--- src/rtl/present_sprite_renderer.sv ---
// Present-box sprite renderer: turns scan coordinates into sprite RAM
// addresses, runs the frame-animation sequencer, and maps the returned
// palette index to RGB. Palette index 0 is transparent.
//
// Output timing: a pixel presented on DrawX/DrawY at edge N appears on
// sprite_on/RGB after edge N+2. The RAM returns ram_data one cycle after
// read_address, so the in-sprite flag is delayed one stage to line up
// with ram_data.
//
// There is no valid/ready handshake. frame_start and start are
// single-cycle strobes, each sampled on the rising clock edge.
// start takes priority over frame_start when both arrive in one cycle.
module present_sprite_renderer #(
  parameter int SPR_W           = 108,
  parameter int SPR_H           = 108,
  parameter int NUM_FRAMES      = 6,
  parameter int FRAMES_PER_STEP = 8,
  parameter bit LOOP            = 1'b1
) (
  input  logic        Clk,
  input  logic        Reset,
  input  logic [9:0]  DrawX,
  input  logic [9:0]  DrawY,
  input  logic        frame_start,
  input  logic        start,
  input  logic [9:0]  sprite_x,
  input  logic [9:0]  sprite_y,
  output logic [13:0] read_address,
  output logic [2:0]  cs,
  input  logic [2:0]  ram_data,
  output logic        sprite_on,
  output logic [7:0]  Red,
  output logic [7:0]  Green,
  output logic [7:0]  Blue,
  output logic        anim_done,
  output logic [1:0]  anim_state
);

  localparam int DIV_W = (FRAMES_PER_STEP > 1) ? $clog2(FRAMES_PER_STEP) : 1;

  typedef enum logic [1:0] {
    IDLE = 2'd0,
    PLAY = 2'd1,
    DONE = 2'd2
  } state_t;

  state_t           state, state_next;
  logic [2:0]       cs_next;
  logic [DIV_W-1:0] div, div_next;
  logic             in_spr, in_spr_d;
  logic [13:0]      dx, dy;
  logic [23:0]      rgb_next;

  // The right and bottom edges are widened to 11 bits so that they do not
  // wrap when the sprite sits near the right or bottom of the screen.
  assign in_spr = ({1'b0, DrawX} >= {1'b0, sprite_x}) &&
                  ({1'b0, DrawX} <  ({1'b0, sprite_x} + 11'(SPR_W))) &&
                  ({1'b0, DrawY} >= {1'b0, sprite_y}) &&
                  ({1'b0, DrawY} <  ({1'b0, sprite_y} + 11'(SPR_H)));

  assign dx           = 14'(DrawX - sprite_x);
  assign dy           = 14'(DrawY - sprite_y);
  assign read_address = in_spr ? 14'(dy * 14'(SPR_W) + dx) : 14'd0;
  assign anim_state   = state;

  // Palette lookup for the returned index. Index 0 is transparent.
  always_comb begin
    rgb_next = 24'h000000;
    case (ram_data)
      3'd1:    rgb_next = 24'hFF0000;
      3'd2:    rgb_next = 24'h00A000;
      3'd3:    rgb_next = 24'hFFD700;
      3'd4:    rgb_next = 24'hFFFFFF;
      3'd5:    rgb_next = 24'h000000;
      3'd6:    rgb_next = 24'h8B4513;
      3'd7:    rgb_next = 24'hC0C0C0;
      default: rgb_next = 24'h000000;
    endcase
  end

  // Pixel pipeline. The in-sprite flag is delayed one stage so it lines up
  // with ram_data. A pixel is shown only when it is inside the sprite and
  // its palette index is not transparent.
  always_ff @(posedge Clk) begin
    if (Reset) begin
      in_spr_d  <= 1'b0;
      sprite_on <= 1'b0;
      Red       <= 8'd0;
      Green     <= 8'd0;
      Blue      <= 8'd0;
    end else begin
      in_spr_d  <= in_spr;
      sprite_on <= in_spr_d && (ram_data != 3'd0);
      if (in_spr_d && (ram_data != 3'd0)) begin
        {Red, Green, Blue} <= rgb_next;
      end else begin
        {Red, Green, Blue} <= 24'h000000;
      end
    end
  end

  // Animation state register. cs changes only on a start or frame_start
  // edge, so the frame never changes partway through a line.
  always_ff @(posedge Clk) begin
    if (Reset) begin
      state     <= IDLE;
      cs        <= 3'd0;
      div       <= '0;
      anim_done <= 1'b0;
    end else begin
      state     <= state_next;
      cs        <= cs_next;
      div       <= div_next;
      anim_done <= (state_next == DONE);
    end
  end

  // Animation next-state logic. start overrides frame_start in every state.
  always_comb begin
    state_next = state;
    cs_next    = cs;
    div_next   = div;
    if (start) begin
      state_next = PLAY;
      cs_next    = 3'd0;
      div_next   = '0;
    end else begin
      case (state)
        IDLE: begin
          cs_next = 3'd0;
        end
        PLAY: begin
          if (frame_start) begin
            if (div == DIV_W'(FRAMES_PER_STEP - 1)) begin
              div_next = '0;
              if (cs < 3'(NUM_FRAMES - 1)) begin
                cs_next = cs + 3'd1;
              end else if (LOOP) begin
                cs_next = 3'd0;
              end else begin
                state_next = DONE;
              end
            end else begin
              div_next = div + DIV_W'(1);
            end
          end
        end
        DONE: begin
          cs_next = cs;
        end
        default: begin
          state_next = IDLE;
          cs_next    = 3'd0;
          div_next   = '0;
        end
      endcase
    end
  end

endmodule

--- config.mk ---
export PLATFORM = sky130hd
export DESIGN_NAME = present_sprite_renderer
export DESIGN_NICKNAME = d
export VERILOG_FILES = /design/src/rtl/present_sprite_renderer.sv
export SDC_FILE = /design/constraint.sdc
export NUM_CORES = 1
export LEC_CHECK = 0
export BUFFER_PORTS_ARGS = -buffer_cell sky130_fd_sc_hd__buf_2
export CAP_MARGIN = 20
export CORE_MARGIN = 1
export CORE_UTILIZATION = 40
export DETAILED_ROUTE_END_ITERATION = 8
export PLACE_DENSITY_LB_ADDON = 0.12
export SYNTH_ARGS = -nofsm -noshare
export SYNTH_HDL_FRONTEND = slang
export SYNTH_SLANG_ARGS = --single-unit
--- constraint.sdc ---
create_clock -name Clk -period 8.4 [get_ports Clk]
set_clock_uncertainty 0.1 [all_clocks]
set_input_delay 0 -clock Clk [delete_from_list [all_inputs] [get_ports Clk]]
set_output_delay 0 -clock Clk [all_outputs]
set_load 0.05 [all_outputs]
---- Word-level counts from Yosys, hierarchy flattened ----
Cells that the tools add are included.
storage, ports and cells
  flip-flop bits (word level) ............. 35
  output and inout bits ................... 45
  logic and storage cells ................. 60
  bits of input ports ..................... 47
cells by class
  add/subtract/negate cells ............... 7
  reduce and logical (&&, ||, !) cells .... 12
  multiply operators ...................... 1
  multiplexer cells ....................... 11
  equality and inequality tests ........... 12
  magnitude comparators ................... 5
  bitwise logic cells ..................... 3
operator list
  kind                                                count
  one-hot mux 24 bit (6 select lines)                 1
  adder 10 x 7 -> 11 bit, second input constant       2
  less-than comparator 10 x 11 -> 1 bit               2
  subtractor 10 x 10 -> 11 bit                        2
  greater-or-equal comparator 10 bit                  2
  two-way mux 3 bit                                   5
  adder 14 bit                                        1
  multiplier 14 x 5 -> 12 bit, second input constant  1
  two-way mux 14 bit                                  1
  == test 3 bit, second input constant                4
  one-hot mux 3 bit (2 select lines)                  2
  adder 3 x 1 -> 3 bit, second input constant         2
  == test 3 x 2 -> 1 bit, second input constant       2
  OR reduction 2 bit                                  3
  == test 2 bit, second input constant                2
  logical AND 1 bit                                   4
  two-way mux 2 bit                                   2
  inequality test 2 bit, second input constant        2
  == test 3 x 1 -> 1 bit, second input constant       1
  less-than comparator 3 bit, second input constant   1
  NOT 1 bit                                           3
  AND reduction 3 bit                                 1
  nonzero test 3 bit                                  1
  OR reduction 3 bit                                  1
  3 further kinds                                     3

---- Depth between registers and ports, before layout ----
Gate-level depths: netlist of the first run.
  depth in word-level cells ............... 6
  mapped depth ............................ 24

---- Worst setup path after synthesis of the first run ----
OpenSTA, ideal clock, no wires.
  path type ............................... input to output
  from .................................... input DrawY[0]
  to ...................................... output read_address[12]
  stages .................................. 24
  path slack .............................. 3.174 ns
  data arrival time ....................... 5.126 ns
  cells stage by stage .................... inv_1 > ha_1 > inv_2 > fa_1 > nand3_1 > nand2_1 > a21o_1 > a21o_2 > xnor2_1 > inv_1 > fa_1 > inv_1 > fa_1 > inv_1 > ha_1 > a21o_1 > a21o_1 > a21oi_1 > xnor2_1 > ha_1 > inv_1 > a2111oi_0 > a31oi_1 > a21oi_1
between the ends
  word-level cells in the longest chain between the ends .. 4
  elaborated cells between the ends (all ways) .. 8
  classes of those cells .................. add/sub: 2; mul: 1; order compare: 2; mux: 1; reduce/logical: 2
RTL lines
  item                                                                                       RTL line  RTL
  start: declaration                                                                         23        input logic [9:0] DrawY,
  subtractor 10 x 10 -> 11 bit / greater-or-equal comparator 10 bit (equally long branches)  62, 58
  multiplier 14 x 5 -> 12 bit / logical AND 1 bit (equally long branches)                    63, 57
  adder 14 bit / logical AND 1 bit (equally long branches)                                   63, 58
  two-way mux 14 bit *                                                                       63        assign read_address = in_spr ? 14'(dy * 14'(SPR_W) + dx) : 14'd0;
  end: declaration                                                                           28        output logic [13:0] read_address,
Every way passes the cells marked *; elsewhere a longest branch is shown, timed or not.

---- Worst setup path after layout of the first run ----
  from .................................... input DrawY[0]
  to ...................................... output read_address[13]
Same word-level chain as after synthesis.

==> results of run 1 <==
## cells by family after synthesis
| family | count (synthesis) | synth area share |
|---|---|---|
| AOI/OAI and AO/OA | 115 | 0.197 |
| and+or+nand+nor | 113 | 0.146 |
| adders and majority gates | 88 | 0.316 |
| buffers and inverters | 85 | 0.0990 |
| xor gates and xnor gates | 51 | 0.120 |
| DFF | 23 | 0.120 |
| muxes | 1 | 0.00261 |
## metal layers
layer  vias to the layer above  track usage
met4                         0       0.0390
met1                      1492        0.218
met2                        72        0.295
met5                         -            0
li1                       1780            -
met3                         8      0.00696
## state kept, by name, indices dropped and copies added, names as in the netlist
name and count:
cs 3, anim_state 2, Green 6, div 3, sprite_on 1, Red 4, in_spr_d 1, Blue 2
anim_done 1
## power by group
group | internal (mW) | switching (mW)
sequential | 0.110 | 0.000753
clock | 0.0332 | 0.0363
combinational | 0.746 | 0.918
## Yosys cell counts (2+ instances only)
cell / n / share of area
ha_1: 73 / 0.24
inv_1: 64 / 0.063
nor2_1: 40 / 0.039
a21oi_1: 35 / 0.046
xnor2_1: 30 / 0.068
dfxtp_1: 23 / 0.12
nand2_1: 21 / 0.021
xor2_1: 20 / 0.046
o21ai_0: 19 / 0.025
fa_1: 15 / 0.078
a21o_1: 14 / 0.027
buf_4: 12 / 0.023
nand2b_1: 11 / 0.018
nor3_1: 11 / 0.014
nand3_1: 9 / 0.012
o21ai_1: 9 / 0.012
nor2b_1: 6 / 0.0098
o21bai_1: 6 / 0.012
o21a_1: 5 / 0.0098
a2111oi_0: 4 / 0.0091
a211oi_1: 4 / 0.0078
clkbuf_1: 4 / 0.0039
a32oi_1: 3 / 0.0068
nand4_1: 3 / 0.0049
a221oi_1: 2 / 0.0046
and3_1: 2 / 0.0033
buf_6: 2 / 0.0059
nor3b_1: 2 / 0.0039
or2_2: 2 / 0.0033
or3_1: 2 / 0.0033
## what timing repair did
action | in CTS | in global routing
hold buffers | 7 | 0
hold endpoints to repair | 17 | 0
endpoints found under the setup margin | 0 | 0
## per-stage QoR
stage / worst slack (ns) / instance area (µm²) / power (mW) / hold WS [ns]
after CTS: 3.09 / 4440 / 1.85 / 0.00432
after global placement: 3.15 / 4330 / 1.74 / 0.107
after global routing: 2.64 / 4440 / 2.06 / 0.0403
final: 3.11 / 4440 / 1.84 / 0.00362
after detailed placement: 3.11 / 4330 / 1.76 / 0.110
after floorplan: 3.17 / 3840 / 1.49 / -0.0276
## final cells by class
cell class | count | area, µm² | area share
multi-input cells | 368 | 3000 | 0.675
well taps | 129 | 161 | 0.0363
flip-flops and latches | 23 | 460 | 0.104
clock inverters | 1 | 5.00 | 0.00113
repair buffers | 98 | 526 | 0.118
inverters | 66 | 248 | 0.0558
clock buffers | 3 | 41.3 | 0.00930
## worst max-delay path by stage
| stage | from | endpoint | slack [ns] |
|---|---|---|---|
| global route | DrawY[0] | read_address[12] | 2.64 |
| global placement | DrawY[0] | read_address[13] | 3.15 |
| floorplan | DrawY[0] | read_address[12] | 3.17 |
| detailed placement | DrawY[0] | read_address[13] | 3.11 |
| finish | DrawY[0] | read_address[13] | 3.11 |
| CTS | DrawY[0] | read_address[13] | 3.09 |
## worst max-delay path, delay by kind of cell
kind / cells / cell delay, ns
fa+ha+maj: 6 / 2.21
compound gates: 9 / 1.63
buf+inv: 7 / 0.71
xor+xnor: 2 / 0.41
simple gates: 2 / 0.23
==> impl_results.md, run 1 <==
- Arrival time at the worst endpoint: about 5.2 ns
- GRT Residual Overflow: 0
- Number of placement rows: 35
- Routed length on met3: about 240 µm
- Startpoint Class: input port
- Worst-Margin Slew: approximately 0.5 ns
- Pwr/cell area: around 420 mW/mm²
- Post-route ant nets: 0
- Iter 0 DRT Violations: 65
- Critical R2R Launch: anim_state[0]$_SDFF_PP0_
- Max_slew headroom: 0.667
- Core area: ~0.0093 mm²
- Fillers: 950
- Synth unique cells: 53
- Mapped Area: 0.00384 mm²
- Setup Buffers After CTS: 0
- Mapped Avg Cell Area: between 8 and 9 µm²
- WL met2: ~3700 µm
- Hold Path Depth: 3
- Worst Hold Path EP: cs[2]$_SDFFE_PP0P_
- Hold wc startpoint: start
- Number of H-tree levels: 1
- Area of the die: approximately 0.01 mm²
- Final nets: a little under 700
- Tot GR Track Use: 0.165
- Maximum clock frequency: about 190 MHz
- Bufs on Longest Clock Path: 2
- Mapped Nets: approximately 600
- Crit path time final: 5.29 ns
- Flop2flop setup slack: approximately 6.8 ns
- Max Cap Violations: 0
- Pre-antenna DRT Iters: 4
- Die H: between 90 and 100 µm
- HP Class: input port to flip-flop
- Fraction of layout cells with a size suffix above 1: 0.197
- Reg2Reg Depth: 4
- Status: finished, final reports clean
- Final period util: 0.630
- Fin. Hold Viols: 0
- Post-synthesis sequential area ratio: 0.120
- DR top layer: met4
- Via-to-Cell Ratio: between 4 and 5
- Worst Path Required: between 8 and 9 ns
- Largest net degree at the start of global routing: 16
- Most common flop cell mapped by yosys: dfxtp_1
- PostCTS Resize Cnt: 0
- Die X: approximately 100 µm
- Leakage power: 2.36 nW
- DRC violations left: 0
- Reg2reg end: anim_state[0]$_SDFF_PP0_
- Max Slew Vio Count: 0
- Finished Core Util: 0.478
- CTS clk-pin slew, worst paths: ~0.080 ns
- Ys async rst share: 0
- Routed met1 length: ~4000 µm
- Routed vias: between 3000 and 4000
- Initial antenna violation count: 0
- CTS root buf: clkbuf_8
- Critical path's slowest cell: fa_1
- Most common cell after layout, fill and taps aside: buf_2
- GP Congestion: 0.942
- Fin Setup TNS: 0 ns
- Critical path class: input port to output port
- CP endpoint kind: output port
- Most frequent cells in the layout: buf_2 (91), ha_1 (73), inv_1 (64), nor2_1 (40), a21oi_1 (35)
- Worst-Skew Late Latency: approximately 0.27 ns
- Worst-path maximum fanout: 4
- IO buf count: around 90
- Non-Filler Instances: 688
- RSZ-0062 raised after global routing: no
- Num CTS Buffers: 3
- Drt total wl: about 8100 µm
- VDD IR max: around 0.24 mV
- Post-synth EDFFs: 0
- Max incr delay on CP: around 0.55 ns
- Endpoints failing setup: 0
- DP Wirelength: around 7000 µm
- Vias in the first global route: roughly 3200
- Post-Place Cells: ~680
- Ports: just over 90
- Ys Warns: 0
- ANT cells: 0
- # clock sinks: 23
- Starting Density: 0.414
- CTS tree: yes
- Seq cells post-synth: 23
- Most used cell, CP: a21o_1
- Mapped Cells: approximately 480
- Area growth syn-to-layout: 15.6%
- First-pass GRT wire length: 13700 µm
- WL/cell: 11.7 µm
Power figures use the tool's default switching activity.
==> inputs of run 2 (changes only) <==
- clock period: 8.4 -> 5.3 ns (I/O delays scaled with it)
==> run 2 against run 1 <==
  * Critical path depth shrank 1
  * Count of clock-buffer cells in the layout is the same
  * Global-route usage increased by 0.16 points
  * Utilization up 0.75 points
  * Routed wire length down 0.12%
  * Final cell count grew 0.58%
  * Setup slack got worse by 2.8 ns
  * Critical path type unchanged
  * Critical endpoint unchanged
  * First-iteration DRC count up 6.2%
  * Non-clock buffer count is 4 higher
  * Sequential cell count unchanged
  * Sequential power is 59% higher
==> impl_results.md, run 2 (same netlist as run 1, synthesis figures left out) <==
- Status: finished, final reports clean
- Tot GR Track Use: 0.166
- Leakage power: between 2 and 2.5 nW
- Sequential share of power: 0.059
- Fillers: between 900 and 1000
- Reg2Reg Depth: 4
- CP endpoint kind: output port
- Clock power frac: 0.036
- CTS tree: yes
- Post-route ant nets: 0
- Num CTS Buffers: 3
- Initial antenna violation count: 0
- Worst-Margin Slew: roughly 0.55 ns
- Pwr/cell area: approximately 660 mW/mm²
- Most frequent cells in the layout: buf_2 (89), ha_1 (73), inv_1 (64), nor2_1 (40), a21oi_1 (35)
- Sw frac: 0.513
- Largest net degree at the start of global routing: 16
- Worst-path maximum fanout: 4
- Die X: approximately 100 µm
- Via-to-Cell Ratio: 4.90
- Area growth syn-to-layout: 17.5%
- Starting Density: 0.414
- DRC violations left: 0
- Most common cell after layout, fill and taps aside: buf_2
- Post-Place Cells: around 700
- # clock sinks: 23
- Pint: 1.45 mW
- Bufs on Longest Clock Path: 2
- Largest registers: Green x6, Red x4
- HP Class: input port to flip-flop
- Logic gate share of total power: 0.904
- Fraction of layout cells with a size suffix above 1: 0.210
- Endpoints failing setup: 0
- Pre-antenna DRT Iters: 4
- Iter 0 DRT Violations: 69
- Critical path class: input port to output port
- Hold Path Depth: 3
- Startpoint Class: input port
- GRT Residual Overflow: 0
- GR peak layer: met2
- Number of H-tree levels: 1
- Post-route setup slack: approximately 0.30 ns
- ANT cells: 0
- Ports: a little over 90
- Maximum clock frequency: 200 MHz
- Arrival time at the worst endpoint: 4.90 ns
- CTS root buf: clkbuf_8
- Worst Path Required: 5.20 ns
- Number of placement rows: 35
- Fin. Hold Viols: 0
- Max Cap Violations: 0
- DP Wirelength: just over 7000 µm
- Worst-Skew Late Latency: 0.27 ns
- Post-Route Hold Slack: between 0.0015 and 0.002 ns
- Area of the die: around 0.01 mm²
- RSZ-0062 raised after global routing: no
- Core area: between 0.009 and 0.01 mm²
- Max_slew headroom: 0.632
- GP Congestion: between 0.9 and 1
- WL/cell: roughly 12 µm
- Max Slew Vio Count: 0
- Fin Setup TNS: 0 ns
- Final period util: 0.944
- Largest reg by FF count: Green
- Setup Buffers After CTS: 0
- Met1 Usage GRT: 0.221
- Non-Filler Instances: 692
- Die H: 100 µm
- Drt total wl: 8060 µm
- Sw power: about 1.5 mW
- First-pass GRT wire length: 13800 µm
- Number of flip-flops under the largest register name: 6
- IO buf count: 91
- Vias in the first global route: ~3200
- DP Worst Slack: just under 0.08 ns
- Final nets: 699
- Met2 GRT Util: 0.295
- CTS clk-pin slew, worst paths: approximately 0.08 ns
- Routed vias: 3389
- VDD IR max: around 0.46 mV
- Crit path time final: around 5.0 ns
- M3 GR Usage: 0.00696
-- run 2: timing repair --
| item | CTS | global route |
|---|---|---|
| endpoints found under the hold margin | 14 | 0 |
| gates resized for setup | 0 | 10 |
| hold buffers | 7 | 0 |
| endpoints found under the setup margin | 0 | 2 |
-- run 2: area by class of cell --
class,instances,area (µm²),share of cell area
Clock buffer,3,41.3,0.00915
Clock inverter,1,5.00,0.00111
Inverter,66,248,0.0549
Tap cell,129,161,0.0358
Timing Repair Buffer,102,561,0.124
Sequential cell,23,460,0.102
Multi-Input combinational cell,368,3040,0.673
-- run 2: critical path, stage by stage --
cell,delay [ns]
buf_2,0.09
inv_1,0.04
ha_1,0.15
inv_2,0.05
fa_2,0.37
xor2_2,0.19
ha_1,0.35
fa_1,0.51
inv_1,0.05
fa_1,0.49
inv_1,0.04
ha_1,0.32
o21ai_1,0.09
nand2b_1,0.10
a21o_1,0.19
a21o_1,0.19
a21o_1,0.18
a21oi_1,0.16
xnor2_1,0.08
ha_1,0.34
a21o_1,0.20
a31o_1,0.19
a21o_1,0.16
a21oi_2,0.14
buf_4,0.22
-- run 2: worst paths after layout --
kind,from,endpoint,slack [ns]
max,DrawY[0],read_address[13],0.30
min,start,cs[2]$_SDFFE_PP0P_,0.002
max reg2reg,anim_state[0]$_SDFF_PP0_,anim_state[0]$_SDFF_PP0_,3.69
min reg2reg,cs[2]$_SDFFE_PP0P_,cs[2]$_SDFFE_PP0P_,0.40
-- run 2: metrics by stage --
| stage | cell area (µm²) | power (mW) | utilization |
|---|---|---|---|
| 2_1_floorplan | 3840 | 2.37 | - |
| 3_3_place_gp | 4360 | 2.76 | 0.469 |
| 3_5_place_dp | 4360 | 2.78 | 0.469 |
| 4_1_cts | 4470 | 2.92 | 0.482 |
| 5_1_grt | 4510 | 3.35 | 0.486 |
| 6_report | 4510 | 2.97 | 0.486 |
-- run 2: per-layer routing --
metal | up-vias | wire (µm)
met5 | - | 0
met4 | 0 | 106
met3 | 9 | 239
met2 | 78 | 3730
met1 | 1510 | 3990
li1 | 1792 | -
-- run 2: power by group through the flow --
| stage | Combinational (mW) | Sequential (mW) | Clock [mW] |
|---|---|---|---|
| finish | 2.69 | 0.176 | 0.108 |
| global route | 3.05 | 0.176 | 0.119 |
| CTS | 2.63 | 0.176 | 0.114 |
| detailed placement | 2.60 | 0.180 | 0 |
| global placement | 2.58 | 0.180 | 0 |
| floorplan | 2.18 | 0.185 | 0 |
==> inputs of run 3 (changes only) <==
--- a/config.mk
+++ b/config.mk
@@ -7,2 +7,3 @@
 export LEC_CHECK = 0
+export ABC_AREA = 1
 export BUFFER_PORTS_ARGS = -buffer_cell sky130_fd_sc_hd__buf_2
==> constraint.sdc (replaced) <==
create_clock -name Clk -period 4.97 [get_ports Clk]
set_clock_uncertainty 0.1 [all_clocks]
set_input_delay 0 -clock Clk [delete_from_list [all_inputs] [get_ports Clk]]
set_output_delay 0 -clock Clk [all_outputs]
set_load 0.01 [all_outputs]
==> run 3 against run 2 <==
  * Final area rose by 16%
  * Utilization up 2.2 points
  * Synthesized cell count grew 30%
  * Final cell count increased by 25%
  * Sequential cell count is the same
  * Area after synthesis is 9.6% higher
  * Setup slack lost 0.075 ns
  * Non-clock buffer count rose by 13
  * Hold slack gained 0.27 ns
  * Die area up 9.4%
  * Global-route usage grew 0.22 points
  * Routed wire length up 15%
==> impl_results.md, run 3 <==
- Drt total wl: approximately 9200 µm
- Worst-Margin Slew: approximately 0.47 ns
- Routed vias: slightly above 4000
- CTS tree: yes
- ANT cells: 0
- Mapped Cells: roughly 620
- Post-route ant nets: 0
- Mapped Nets: approximately 760
- Final nets: roughly 860
- Mapped Area: ~0.0042 mm²
- Arrival time at the worst endpoint: 4.65 ns
- Iter 0 DRT Violations: between 100 and 150
- IO buf count: approximately 90
- Critical path's slowest cell: fa_1
- Startpoint Class: input port
- Via-to-Cell Ratio: roughly 4.7
- Seq cells post-synth: 23
- Max incr delay on CP: 0.53 ns
- Final period util: 0.955
- Reg2Reg Depth: 9
- DP Wirelength: 8040 µm
- Ports: a little over 90
- Critical path class: input port to output port
- CP endpoint kind: output port
- GP Congestion: ~0.84
- Max_slew headroom: 0.682
- Hold Path Depth: 4
- Power after layout: around 4.1 mW
- Number of H-tree levels: 1
- Worst Hold Path EP: read_address[0]
- Area contributors post-synth: ha_1 (22%), inv_1 (11%), dfxtp_1 (11%)
- Count leader, synth: inv_1
- RSZ-0062 raised after global routing: yes
- Flop2flop setup slack: ~3.4 ns
- Share of the synthesized area in the top cell type: 0.217
- Ys Warns: 0
- Leakage power: 2.93 nW
- Die H: 105 µm
- Initial antenna violation count: 0
- Status: finished, final reports clean
- Num CTS Buffers: 3
- Core area: between 0.01 and 0.015 mm²
- Number of flip-flops under the largest register name: 6
- Area growth syn-to-layout: 24.1%
- DRC violations left: 0
- Tot GR Track Use: 0.168
- Worst-path maximum fanout: 4
- Largest net degree at the start of global routing: 15
- Fin. Hold Viols: 0
- Fraction of layout cells with a size suffix above 1: 0.233
- Post-synth EDFFs: 0
- # clock sinks: 23
- Vias in the first global route: about 3800
- Starting Density: 0.410
- Critical R2R Launch: anim_state[0]$_SDFF_PP0_
- Post-route setup slack: roughly 0.22 ns
- Bufs on Longest Clock Path: 2
- Pre-antenna DRT Iters: 4
- GRT Residual Overflow: 0
- WL/cell: ~11 µm
- Largest reg by FF count: Green
- Most common cell after layout, fill and taps aside: inv_1
- Most common flop cell mapped by yosys: dfxtp_1
- Max Slew Vio Count: 0
- Endpoints failing setup: 0
- Maximum clock frequency: roughly 210 MHz
- Pwr/cell area: approximately 790 mW/mm²
- Hold wc startpoint: sprite_x[0]
- HP Class: input port to output port
- DP Worst Slack: -0.131 ns
- Mapped Avg Cell Area: 6.78 µm²
- First-pass GRT wire length: approximately 16000 µm
- Number of placement rows: 37
- Post-synthesis sequential area ratio: 0.109
- Die X: around 100 µm
- VDD IR max: slightly below 0.6 mV
- Reg2reg end: cs[2]$_SDFFE_PP0P_
- Worst Path Required: ~4.9 ns
- Crit path time final: around 4.7 ns
- Yosys top cell by area: ha_1
- CTS root buf: clkbuf_8
- Ys async rst share: 0
- Synth unique cells: 37
- Largest registers: Green x6, Red x4
- Max Cap Violations: 0
- Synth cell count leaders: inv_1 (127), nand2_1 (112), ha_1 (73)
- Worst-Skew Late Latency: 0.25 ns
- Area of the die: approximately 0.011 mm²
- Most frequent cells in the layout: inv_1 (122), nand2_1 (106), buf_2 (90), ha_1 (65), nor2_1 (58)
-- run 3: cells by family after synthesis --
logic type | after synthesis | share of synthesized area
XOR/XNOR | 48 | 0.0999
AND/OR/NAND/NOR | 232 | 0.239
adder cells (fa/ha/maj) | 88 | 0.288
flip-flops | 23 | 0.109
AO/OA/AOI/OAI | 86 | 0.121
buffers and inverters | 144 | 0.142
-- run 3: stage by stage --
step,setup TNS [ns],std cells,area (µm²),hold slack (ns),util
2_1_floorplan,0,621,4210,-0.0276,-
3_3_place_gp,0,847,4820,0.113,0.469
3_5_place_dp,-0.131,847,4820,0.122,0.469
4_1_cts,0,859,4970,0.276,0.483
5_1_grt,-0.0997,862,5220,0.303,0.508
6_report,0,862,5220,0.272,0.508
-- run 3: timing repair --
item                                    CTS  global route
pin swaps                                 3            25
setup buffers                             0             3
endpoints found under the hold margin    13             0
gates resized for setup                   4            43
endpoints found under the setup margin    1             5
hold buffers                              8             0
-- run 3: layout make-up --
| class | count | area, µm² |
|---|---|---|
| Clock buffer | 3 | 41.3 |
| Clock inverter | 1 | 5.00 |
| Fill cell | 1071 | 5050 |
| Inverter | 130 | 493 |
| Multi-Input combinational cell | 454 | 3390 |
| Sequential cell | 23 | 460 |
| Tap cell | 136 | 170 |
| Timing Repair Buffer | 115 | 662 |
-- run 3: how the worst max path moves through the flow --
| stage | start | to | cells past startpoint |
|---|---|---|---|
| global route | DrawY[0] | read_address[13] | 30 |
| finish | DrawY[0] | read_address[13] | 30 |
| CTS | DrawY[0] | read_address[13] | 29 |
| global placement | DrawY[0] | read_address[13] | 30 |
| floorplan | DrawY[0] | read_address[13] | 27 |
| detailed placement | DrawY[0] | read_address[13] | 30 |
-- run 3: routing by layer --
metal  vias up  track usage  routed length (µm)
met5         -            0                   0
met1      1802        0.215                4480
met3        10      0.00686                 250
met4         0       0.0272                  85
li1       2167            -                   -
met2        75        0.316                4440
-- run 3: worst max-delay path: cells and delay by family --
family / cells / cell delay, ns
xor+xnor: 2 / 0.34
simple gates: 9 / 0.80
buf+inv: 9 / 0.74
compound gates: 4 / 0.57
fa+ha+maj: 6 / 2.16
-- run 3: report_power, final --
part	switching [mW]	total (mW)	internal (mW)
sequential	0.00163	0.189	0.187
combinational	2.11	3.80	1.70
clock	0.0550	0.111	0.0558
total	2.16	4.10	1.94
